### src/rtl/btn_event_pkg.sv
// Shared definitions for the button event unit.
//   btn_state_e : per-button debounce / auto-repeat FSM states
//   CODE_*      : EvtCode values, one per button (bit index in Btn)
//   btn_code()  : button index -> EvtCode
//   cnt_width() : width of the shared per-button debounce/repeat counter
package btn_event_pkg;

  localparam int N_BTN = 5;

  typedef enum logic [2:0] {
    ST_IDLE = 3'd0,
    ST_PDEB = 3'd1,
    ST_HELD = 3'd2,
    ST_RPT  = 3'd3,
    ST_RDEB = 3'd4
  } btn_state_e;

  localparam logic [2:0] CODE_R = 3'd0;
  localparam logic [2:0] CODE_L = 3'd1;
  localparam logic [2:0] CODE_D = 3'd2;
  localparam logic [2:0] CODE_U = 3'd3;
  localparam logic [2:0] CODE_C = 3'd4;

  function automatic logic [2:0] btn_code(input int idx);
    case (idx)
      1:       return CODE_L;
      2:       return CODE_D;
      3:       return CODE_U;
      4:       return CODE_C;
      default: return CODE_R;
    endcase
  endfunction

  // One counter serves debounce, repeat delay and repeat period, so it
  // must be wide enough for the largest of the three.
  function automatic int cnt_width(input int n_dc, input int dly, input int per);
    int w;
    w = n_dc;
    if ($clog2(dly) > w) w = $clog2(dly);
    if ($clog2(per) > w) w = $clog2(per);
    return w;
  endfunction

endpackage

### src/rtl/btn_event_unit_chan.sv
// btn_chan: one button channel.
//   Clk, Reset : system clock, synchronous active-high reset
//   i_btn      : raw asynchronous button level
//   o_pulse    : one-cycle raw event (first press and auto-repeat)
//   o_held     : debounced level (HELD, RPT or RDEB)
module btn_chan
  import btn_event_pkg::*;
#(
  parameter int   N_DC    = 20,
  parameter int   RPT_DLY = 50_000_000,
  parameter int   RPT_PER = 15_000_000,
  parameter logic RPT_EN  = 1'b1
) (
  input  logic Clk,
  input  logic Reset,
  input  logic i_btn,
  output logic o_pulse,
  output logic o_held
);

  localparam int CNT_W = cnt_width(N_DC, RPT_DLY, RPT_PER);
  localparam logic [CNT_W-1:0] DB_LAST  = CNT_W'((64'd1 << N_DC) - 64'd1);
  localparam logic [CNT_W-1:0] DLY_LAST = CNT_W'(RPT_DLY - 1);
  localparam logic [CNT_W-1:0] PER_LAST = CNT_W'(RPT_PER - 1);

  logic [1:0]       r_sync;
  btn_state_e       r_state, w_state_nxt;
  logic [CNT_W-1:0] r_cnt, w_cnt_nxt;
  logic             r_pulse, w_pulse_nxt;
  logic             w_in;

  function automatic logic [CNT_W-1:0] sat_inc(input logic [CNT_W-1:0] x);
    return (x == {CNT_W{1'b1}}) ? x : x + 1'b1;
  endfunction

  assign w_in = r_sync[1];

  // Stage: 2-flop synchronizer, FSM state, counter and raw pulse register
  always_ff @(posedge Clk) begin
    if (Reset) begin
      r_sync  <= '0;
      r_state <= ST_IDLE;
      r_cnt   <= '0;
      r_pulse <= 1'b0;
    end else begin
      r_sync  <= {r_sync[0], i_btn};
      r_state <= w_state_nxt;
      r_cnt   <= w_cnt_nxt;
      r_pulse <= w_pulse_nxt;
    end
  end

  always_comb begin
    w_state_nxt = r_state;
    w_cnt_nxt   = sat_inc(r_cnt);
    w_pulse_nxt = 1'b0;
    case (r_state)
      ST_IDLE: begin
        w_cnt_nxt = '0;
        if (w_in) w_state_nxt = ST_PDEB;
      end
      ST_PDEB: begin
        if (!w_in) begin
          w_state_nxt = ST_IDLE;
          w_cnt_nxt   = '0;
        end else if (r_cnt == DB_LAST) begin
          w_state_nxt = ST_HELD;
          w_cnt_nxt   = '0;
          w_pulse_nxt = 1'b1;
        end
      end
      ST_HELD: begin
        if (!w_in) begin
          w_state_nxt = ST_RDEB;
          w_cnt_nxt   = '0;
        end else if (RPT_EN && (r_cnt == DLY_LAST)) begin
          w_state_nxt = ST_RPT;
          w_cnt_nxt   = '0;
          w_pulse_nxt = 1'b1;
        end
      end
      ST_RPT: begin
        if (!w_in) begin
          w_state_nxt = ST_RDEB;
          w_cnt_nxt   = '0;
        end else if (r_cnt == PER_LAST) begin
          w_cnt_nxt   = '0;
          w_pulse_nxt = 1'b1;
        end
      end
      ST_RDEB: begin
        // A rejoin inside the release window is a bounce: resume holding
        // with a fresh repeat delay and no new event.
        if (w_in) begin
          w_state_nxt = ST_HELD;
          w_cnt_nxt   = '0;
        end else if (r_cnt == DB_LAST) begin
          w_state_nxt = ST_IDLE;
          w_cnt_nxt   = '0;
        end
      end
      default: begin
        w_state_nxt = ST_IDLE;
        w_cnt_nxt   = '0;
      end
    endcase
  end

  assign o_pulse = r_pulse;
  assign o_held  = (r_state == ST_HELD) || (r_state == ST_RPT) || (r_state == ST_RDEB);

endmodule

### src/rtl/btn_event_unit.sv
// btn_event_unit: debounced, auto-repeating button events for the game core.
//   Clk, Reset           : system clock, synchronous active-high reset
//   Btn[4:0]             : raw buttons {C,U,D,L,R}
//   Select/Up/Down/Left/Right : one-cycle event pulses (at most one per cycle)
//   Evt, EvtCode[2:0]    : any-event flag and code of the pulsed button
//   Held[4:0]            : debounced button levels, same order as Btn
module btn_event_unit
  import btn_event_pkg::*;
#(
  parameter int               N_DC    = 20,
  parameter int               RPT_DLY = 50_000_000,
  parameter int               RPT_PER = 15_000_000,
  parameter logic [N_BTN-1:0] RPT_EN  = 5'b01111
) (
  input  logic             Clk,
  input  logic             Reset,
  input  logic [N_BTN-1:0] Btn,
  output logic             Select,
  output logic             Up,
  output logic             Down,
  output logic             Left,
  output logic             Right,
  output logic             Evt,
  output logic [2:0]       EvtCode,
  output logic [N_BTN-1:0] Held
);

  logic [N_BTN-1:0] w_raw, w_held, w_win;
  logic [2:0]       w_code;
  logic             w_any;
  logic [N_BTN-1:0] r_vec, r_held;
  logic [2:0]       r_code;
  logic             r_evt;

  for (genvar gi = 0; gi < N_BTN; gi++) begin : g_chan
    btn_chan #(
      .N_DC    (N_DC),
      .RPT_DLY (RPT_DLY),
      .RPT_PER (RPT_PER),
      .RPT_EN  (RPT_EN[gi])
    ) u_chan (
      .Clk     (Clk),
      .Reset   (Reset),
      .i_btn   (Btn[gi]),
      .o_pulse (w_raw[gi]),
      .o_held  (w_held[gi])
    );
  end

  // Higher bit index wins; losing pulses of the same cycle are discarded.
  always_comb begin
    w_win  = '0;
    w_code = CODE_R;
    w_any  = 1'b0;
    for (int i = 0; i < N_BTN; i++) begin
      if (w_raw[3'(i)]) begin
        w_win  = N_BTN'(1) << i;
        w_code = btn_code(i);
        w_any  = 1'b1;
      end
    end
  end

  // Stage: output registers
  always_ff @(posedge Clk) begin
    if (Reset) begin
      r_vec  <= '0;
      r_evt  <= 1'b0;
      r_code <= '0;
      r_held <= '0;
    end else begin
      r_vec  <= w_win;
      r_evt  <= w_any;
      r_code <= w_code;
      r_held <= w_held;
    end
  end

  assign {Select, Up, Down, Left, Right} = r_vec;
  assign Evt     = r_evt;
  assign EvtCode = r_code;
  assign Held    = r_held;

endmodule

### config.mk
export PLATFORM = sky130hd
export DESIGN_NAME = btn_event_unit
export DESIGN_NICKNAME = d
export VERILOG_FILES = /design/src/rtl/btn_event_pkg.sv /design/src/rtl/btn_event_unit_chan.sv /design/src/rtl/btn_event_unit.sv
export SDC_FILE = /design/constraint.sdc
export NUM_CORES = 1
export LEC_CHECK = 0
export CAP_MARGIN = 10
export CORE_UTILIZATION = 45
export CTS_BUF_LIST = sky130_fd_sc_hd__clkbuf_4 sky130_fd_sc_hd__clkbuf_8
export DETAILED_ROUTE_END_ITERATION = 6
export GPL_ROUTABILITY_DRIVEN = 1
export PLACE_DENSITY = 0.63
export SYNTH_ARGS = -nofsm -noshare
export SYNTH_HDL_FRONTEND = slang
export SYNTH_SLANG_ARGS = --single-unit
### constraint.sdc
create_clock -name Clk -period 2.42 [get_ports Clk]
set_input_delay 0.363 -clock Clk [delete_from_list [all_inputs] [get_ports Clk]]
set_output_delay 0.363 -clock Clk [all_outputs]
set_load 0.05 [all_outputs]
==> flow_summary.toml, run 1 <==
[run]
cap_violations = 0

[cells_and_area]
antennaDiodeCount = 0
nNetsFinal = 1118
seq_area_sq_um = 3423
fillers = 1901
multi_input_area_sq_um = 5142
area_growth_pct = 12.60
drive_gt1_share_pct = 10.90

[sta]
maxSlewViolCount = 0
rsz0062_at_grt = "no"
setup_viol = 0
period_share_pct = 94.89
finClkSkew_ns = 0.01222
relSlewSlack_pct = 48.01
period_needed_ns = 2.296
fmax_mhz = 435.5
worst_pin_slew_ns = 0.7798
fin_setup_tns_ns = 0
hold_violations = 0

[grt]
grt_first_pass_wirelength_um = 35050
grt_overflow = 0
antenna_found_initial = 0
grt_max_degree = 31
track_usage_pct = 21.04
grt_pass1_vias = 7414

[clocking]
cts_tree = "built"
cts-root-buf = "clkbuf_8"
hold_buffers = 0
cts_buffer_depth = 2
cts.sinks = 171
clkSlewWorstSetupHoldPaths_ns = 0.09
numCtsBuffers = 17
htreeDepth = 4
clock_latency_ns = 0.46

[logic_synthesis]
synthFlopType = "dfxtp_1"
synthArstFlopShare_pct = 0
ys_seq_elements = 171
postSynthCellCount = 1077
synth_cell_types = 82
synth_edf_count = 0
postSynthAreaPerCell_sq_um = 8.334
netlist_area_sq_um = 8976
synth.yosys.seq_area_share_pct = 38.14
yosysWarnings = 0

[worst_setup_path]
crit_chain = "or4_1 > nor4_1 > nand4b_1 > a211oi_4 > buf_12 > nor2_1"
crit_required_ns = 2.77
worstSetupPathType = "reg2reg"
timing.rr.start = "g_chan[1].u_chan.r_cnt[11]"
crit_path_max_incr_delay_ns = 0.52
cp.arrival_ns = 2.65
crit_path_max_fanout = 26
cp_slowest_cell = "or4_1"
r2r_slack_ns = 0.12
endpoint_kind = "flip-flop"
reg2reg_to = "g_chan[1].u_chan.r_cnt[0]"
start_kind = "flip-flop"
ff2ff_path_depth = 6

[pwr]
power_density_nw_per_um2 = 517.4
leakage_uw = 0.002967
power_uw = 5229
irDropWorstVdd_mv = 0.4126

[hold_path]
worstHoldEndpoint = "g_chan[2].u_chan.r_sync[1]"
holdPathStages = 1
min-delay-start = "g_chan[2].u_chan.r_sync[0]"
worstHoldPathType = "reg2reg"

[status]
outcome = "complete, no violations"

[routing]
firstDrtPassIters = 5
drtIter0Drc = 504
m1WireLength_um = 9752
wl_met3_um = 916
routed-wl-met2_um = 9465
ant_nets = 0
wl_um = 20550
top_layer = "met4"
vias_per_cell = 5.860
drc = 0
post_drt_wl_per_cell_um = 14.85
via_count = 8110

[floorplanning]
design.die.area_sq_um = 20520
ios = 21
fp.dieH_um = 143.2
initial_core_util_pct = 45.97
core.rowCount = 51
core_area_sq_um = 19530
die_w_um = 143.2

[place]
dp_hpwl_um = 14480
io_buffers = 18
routabilityCongestion = 0.8861
==> cell usage after synthesis (all sizes together), types with 5 or more instances <==
cell type	number	share of area [%]
dfxtp	171	38
nor2	96	4.1
a21oi	84	4.7
nand2	64	2.7
nand4	53	3.7
nand3	51	2.8
or3	39	2.7
o21ai	38	2.1
buf	37	2.8
nor3	35	2.3
or4	33	2.8
xnor2	31	3.0
clkbuf	30	1.4
o31ai	30	2.5
nor4	28	2.2
and3	22	1.6
and4	22	2.2
nor2b	21	1.5
a211oi	19	1.8
and2	17	1.2
inv	17	0.71
a31oi	14	0.98
nor3b	14	1.2
xor2	11	1.1
mux2i	7	0.78
nand2b	7	0.49
nor4b	7	0.68
nand3b	6	0.50
a311oi	5	0.49
ha	5	0.70
nand4b	5	0.49
nor4bb	5	0.56
or2	5	0.35
or4b	5	0.56
==> power breakdown <==
| part | leakage, uW | total (uW) | internal [uW] | switching (uW) |
|---|---|---|---|---|
| sequential | 0.00138 | 2830 | 2820 | 9.28 |
| clock | 0.000232 | 2340 | 1290 | 1040 |
| combinational | 0.00136 | 63.6 | 30.2 | 33.3 |
| total | 0.00297 | 5230 | 4140 | 1090 |
==> cell type report <==
cell class	instances	share of cell area, %
Timing Repair Buffer	75	6.635
Tap cell	265	3.281
Clock buffer	19	2.587
Clock inverter	13	2.117
Multi-Input combinational cell	824	50.88
Inverter	17	0.6313
Sequential cell	171	33.87
==> what timing repair did <==
action,in CTS,in global routing
setup endpoints to repair,26,31
gates resized for setup,1,2
gates cloned,1,0
pin swaps,1,3
setup buffers,0,2
==> cells in the final DEF (no fill, tap or decap), drive strengths merged, types with 22 or more instances in the layout <==
cell	synthesis	routed
dfxtp	171	171
nor2	96	96
a21oi	84	84
nand2	64	64
buf	37	57
nand4	53	53
nand3	51	51
or3	39	39
o21ai	38	38
nor3	35	36
or4	33	33
xnor2	31	31
o31ai	30	30
nor4	28	28
and4	22	22
and3	22	22
==> state kept, by name, summed over array words and instances, names as in the netlist <==
name                   count
g_chan.u_chan.r_cnt      130
g_chan.u_chan.r_sync      10
Held                       5
EvtCode                    2
g_chan.u_chan.r_state     15
g_chan.u_chan.o_pulse      4
Evt                        1
r_vec                      4
==> worst max path at each step <==
stage | start | slack [ns] | cells past startpoint | to
global placement | g_chan[0].u_chan.r_cnt[22] | -0.18 | 5 | g_chan[0].u_chan.r_cnt[24]
floorplan | g_chan[3].u_chan.r_cnt[6] | 0.38 | 8 | g_chan[3].u_chan.r_cnt[2]
detailed placement | g_chan[0].u_chan.r_cnt[22] | -0.17 | 5 | g_chan[0].u_chan.r_cnt[24]
CTS | g_chan[2].u_chan.r_cnt[1] | 0.13 | 6 | g_chan[2].u_chan.r_cnt[11]
finish | g_chan[1].u_chan.r_cnt[11] | 0.12 | 6 | g_chan[1].u_chan.r_cnt[0]
global route | g_chan[1].u_chan.r_cnt[11] | 0.02 | 6 | g_chan[1].u_chan.r_cnt[9]
==> metal layers <==
layer / global-route usage, % / vias to the layer above
met5: 0 / -
met4: 7.447 / 0
met3: 4.561 / 31
met2: 34.22 / 184
met1: 27.37 / 3785
li1: - / 4110
==> critical path, delay by kind of cell (launching register included) <==
family	cells	cell delay, ns
AOI/OAI and AO/OA	1	0.36
buffers and inverters	1	0.21
DFF	1	0.36
and+or+nand+nor	4	1.25
==> cell families after synthesis <==
kind of cell / synth area share [%]
simple gates: 35.85
compound gates: 15.44
flops: 38.14
buf+inv: 4.948
xor+xnor: 4.098
mux: 0.7806
fa+ha+maj: 0.6970
other cells: 0.04178
==> stage by stage <==
stage / hold slack (ns) / instance area, sq um / instances / setup slack, ns / util, %
finish: 0.4415 / 10110 / 1384 / 0.1237 / 51.76
global route: 0.4280 / 10110 / 1384 / 0.01665 / 51.76
CTS: 0.4287 / 10060 / 1382 / 0.1324 / 51.51
detailed placement: 0.4234 / 9567 / 1349 / -0.1652 / 48.99
global placement: 0.4191 / 9567 / 1349 / -0.1766 / 48.99
floorplan: 0.4138 / 8980 / 1078 / 0.3784 / -
Power figures use the tool's default switching activity.
==> inputs of run 2 (changes only) <==
--- a/config.mk
+++ b/config.mk
@@ -10,7 +10,9 @@
 export CTS_BUF_LIST = sky130_fd_sc_hd__clkbuf_4 sky130_fd_sc_hd__clkbuf_8
 export DETAILED_ROUTE_END_ITERATION = 6
 export GPL_ROUTABILITY_DRIVEN = 1
+export HOLD_SLACK_MARGIN = 0.1
 export PLACE_DENSITY = 0.63
 export SYNTH_ARGS = -nofsm -noshare
 export SYNTH_HDL_FRONTEND = slang
+export SYNTH_HIERARCHICAL = 1
 export SYNTH_SLANG_ARGS = --single-unit
==> run 2 against run 1 <==
Die area rose by 3.1%; worst setup slack improved by 0.053 ns; wire length fell by 2.9%; clock power fell by 15%; synthesized cell count fell by 1.4%; sequential share of layout area rose by 0.30 points; sequential power barely moved; fmax rose by 2.4%; count of clock-buffer cells in the layout rose by 2; clock skew rose by 0.00072 ns; sequential cell count did not move; area after synthesis rose by 3.2%; largest power group unchanged; highest routed layer unchanged.
==> flow_summary.toml, run 2 <==
[floorplanning]
core.rowCount = 52
die_w_um = 145.5
fp.dieH_um = 145.5
design.die.area_sq_um = 21160
core_area_sq_um = 20230
ios = 21
initial_core_util_pct = 45.77

[cells_and_area]
layout_commonest_cell = "dfxtp_1"
fillers = 1957
seq_area_sq_um = 3423
reg_top3 = "g_chan.u_chan/r_cnt: 130 flops, g_chan.u_chan/r_state: 15 flops, g_chan.u_chan/r_sync: 10 flops"
finalCoreUtilization_pct = 49.52
drive_gt1_share_pct = 10.09
area_growth_pct = 8.187
antennaDiodeCount = 0
regMostFlops = "g_chan.u_chan/r_cnt"
multi_input_area_sq_um = 5361
largest_reg_flops = 130
layout_common_cells = "171 x dfxtp_1, 90 x nor2_1, 80 x nand2_1, 71 x a21oi_1, 52 x nand3_1"
nNetsFinal = 1079

[grt]
grt_first_pass_wirelength_um = 34540
antenna_found_initial = 0
grt_overflow = 0
grt_pass1_vias = 7267
grt_max_degree = 37
track_usage_pct = 19.45

[routing]
drc = 0
wl_um = 19960
via_count = 7858
post_drt_wl_per_cell_um = 14.78
wl_met3_um = 600
ant_nets = 0
drtIter0Drc = 431
routed-wl-met2_um = 9198
vias_per_cell = 5.821
top_layer = "met4"
m1WireLength_um = 9908
firstDrtPassIters = 5

[sta]
finClkSkew_ns = 0.01294
maxSlewViolCount = 0
period_needed_ns = 2.243
finalWorstSetupSlack_ns = 0.1769
setup_viol = 0
fin_hold_ws_ns = 0.4410
fmax_mhz = 445.8
rsz0062_at_grt = "no"
worst_pin_slew_ns = 0.7048
period_share_pct = 92.69
hold_violations = 0
relSlewSlack_pct = 52.58
fin_setup_tns_ns = 0

[place]
dp_hpwl_um = 13890
post-place-ws_ns = 0.2228
io_buffers = 18
routabilityCongestion = 0.8306

[worst_setup_path]
endpoint_kind = "flip-flop"
crit_required_ns = 2.78
start_kind = "flip-flop"
cp.arrival_ns = 2.60
cp_slowest_cell = "or4_4"
crit_path_max_fanout = 26
crit_chain = "ha_1 > nand4_1 > or4_4 > nor3_4 > o22a_1 > buf_12 > nor2_1"
worstSetupPathType = "reg2reg"
crit_path_max_incr_delay_ns = 0.55

[clocking]
clock_latency_ns = 0.46
cts_setup_buffers = 0
cts_resized = 0
numCtsBuffers = 17
cts_buffer_depth = 2
cts_tree = "built"
htreeDepth = 4
hold_buffers = 0
clkSlewWorstSetupHoldPaths_ns = 0.09
cts-root-buf = "clkbuf_8"
cts.sinks = 171

[pwr]
power_density_nw_per_um2 = 485.8
irDropWorstVdd_mv = 0.3187
leakage_uw = 0.003011
power_uw = 4867

[hold_path]
worstHoldPathType = "reg2reg"

[logic_synthesis]
postSynthAreaPerCell_sq_um = 8.721
netlist_area_sq_um = 9261
postSynthCellCount = 1062
yosysWarnings = 6

[status]
outcome = "complete, no violations"

[run]
cap_violations = 0
run 2: cell types whose count changed in the layout (fill, tap and decap cells not counted), sizes merged, moves of 11 or more:
cell / previous run / this run
o2111ai: 0 / 12
or3: 39 / 15
nand2: 64 / 80
buf: 57 / 24
xnor2: 31 / 45
a2111oi: 3 / 14
o31ai: 30 / 10
nand4: 53 / 42
xor2: 11 / 28
run 2: worst max-delay path, delay by kind of cell (launching register included):
| kind | cells | cell delay (ns) |
|---|---|---|
| flip-flops | 1 | 0.42 |
| buffers and inverters | 1 | 0.18 |
| AO/OA/AOI/OAI | 1 | 0.24 |
| adder cells (fa/ha/maj) | 1 | 0.26 |
| AND/OR/NAND/NOR | 4 | 1.02 |
run 2: where the power goes:
| part | internal [uW] | switching (uW) |
|---|---|---|
| sequential | 2820 | 9.30 |
| clock | 891 | 1090 |
| combinational | 25.4 | 31.2 |
| total | 3740 | 1130 |
run 2: layout make-up:
class	count	area share, %
multi-input cells	814	53.51
flip-flops and latches	171	34.17
repair buffers	42	4.346
well taps	270	3.372
clock buffers	21	2.697
clock inverters	11	1.124
inverters	21	0.7867
run 2: per-layer routing:
| metal | GRT usage, % | vias to the layer above |
|---|---|---|
| li1 | - | 3983 |
| met1 | 25.61 | 3721 |
| met2 | 32.07 | 136 |
| met3 | 3.605 | 18 |
| met4 | 6.421 | 0 |
| met5 | 0 | - |
run 2: through the flow:
| stage | std cells | cell area [sq um] |
|---|---|---|
| after floorplan | 1063 | 9265 |
| after global placement | 1318 | 9637 |
| after detailed placement | 1318 | 9637 |
| after CTS | 1350 | 10020 |
| after global routing | 1350 | 10020 |
| final | 1350 | 10020 |
run 2: worst paths after layout:
| kind | cells past startpoint | from | endpoint | slack (ns) |
|---|---|---|---|---|
| worst min-delay path | 1 | g_chan[1].u_chan/r_sync[0] | g_chan[1].u_chan/r_sync[1] | 0.44 |
| worst max register to register | 7 | g_chan[3].u_chan/r_cnt[0] | g_chan[3].u_chan/r_cnt[4] | 0.18 |
| worst min register to register | 1 | g_chan[1].u_chan/r_sync[0] | g_chan[1].u_chan/r_sync[1] | 0.44 |
| worst max-delay path | 7 | g_chan[3].u_chan/r_cnt[0] | g_chan[3].u_chan/r_cnt[4] | 0.18 |
==> inputs of run 3 (changes only) <==
--- a/config.mk
+++ b/config.mk
@@ -9,7 +9,6 @@
 export CORE_UTILIZATION = 45
 export CTS_BUF_LIST = sky130_fd_sc_hd__clkbuf_4 sky130_fd_sc_hd__clkbuf_8
 export DETAILED_ROUTE_END_ITERATION = 6
-export GPL_ROUTABILITY_DRIVEN = 1
 export HOLD_SLACK_MARGIN = 0.1
 export PLACE_DENSITY = 0.63
 export SYNTH_ARGS = -nofsm -noshare
==> results of run 3 <==
No change in the layout: final DEF, timing and power equal those of run 2.
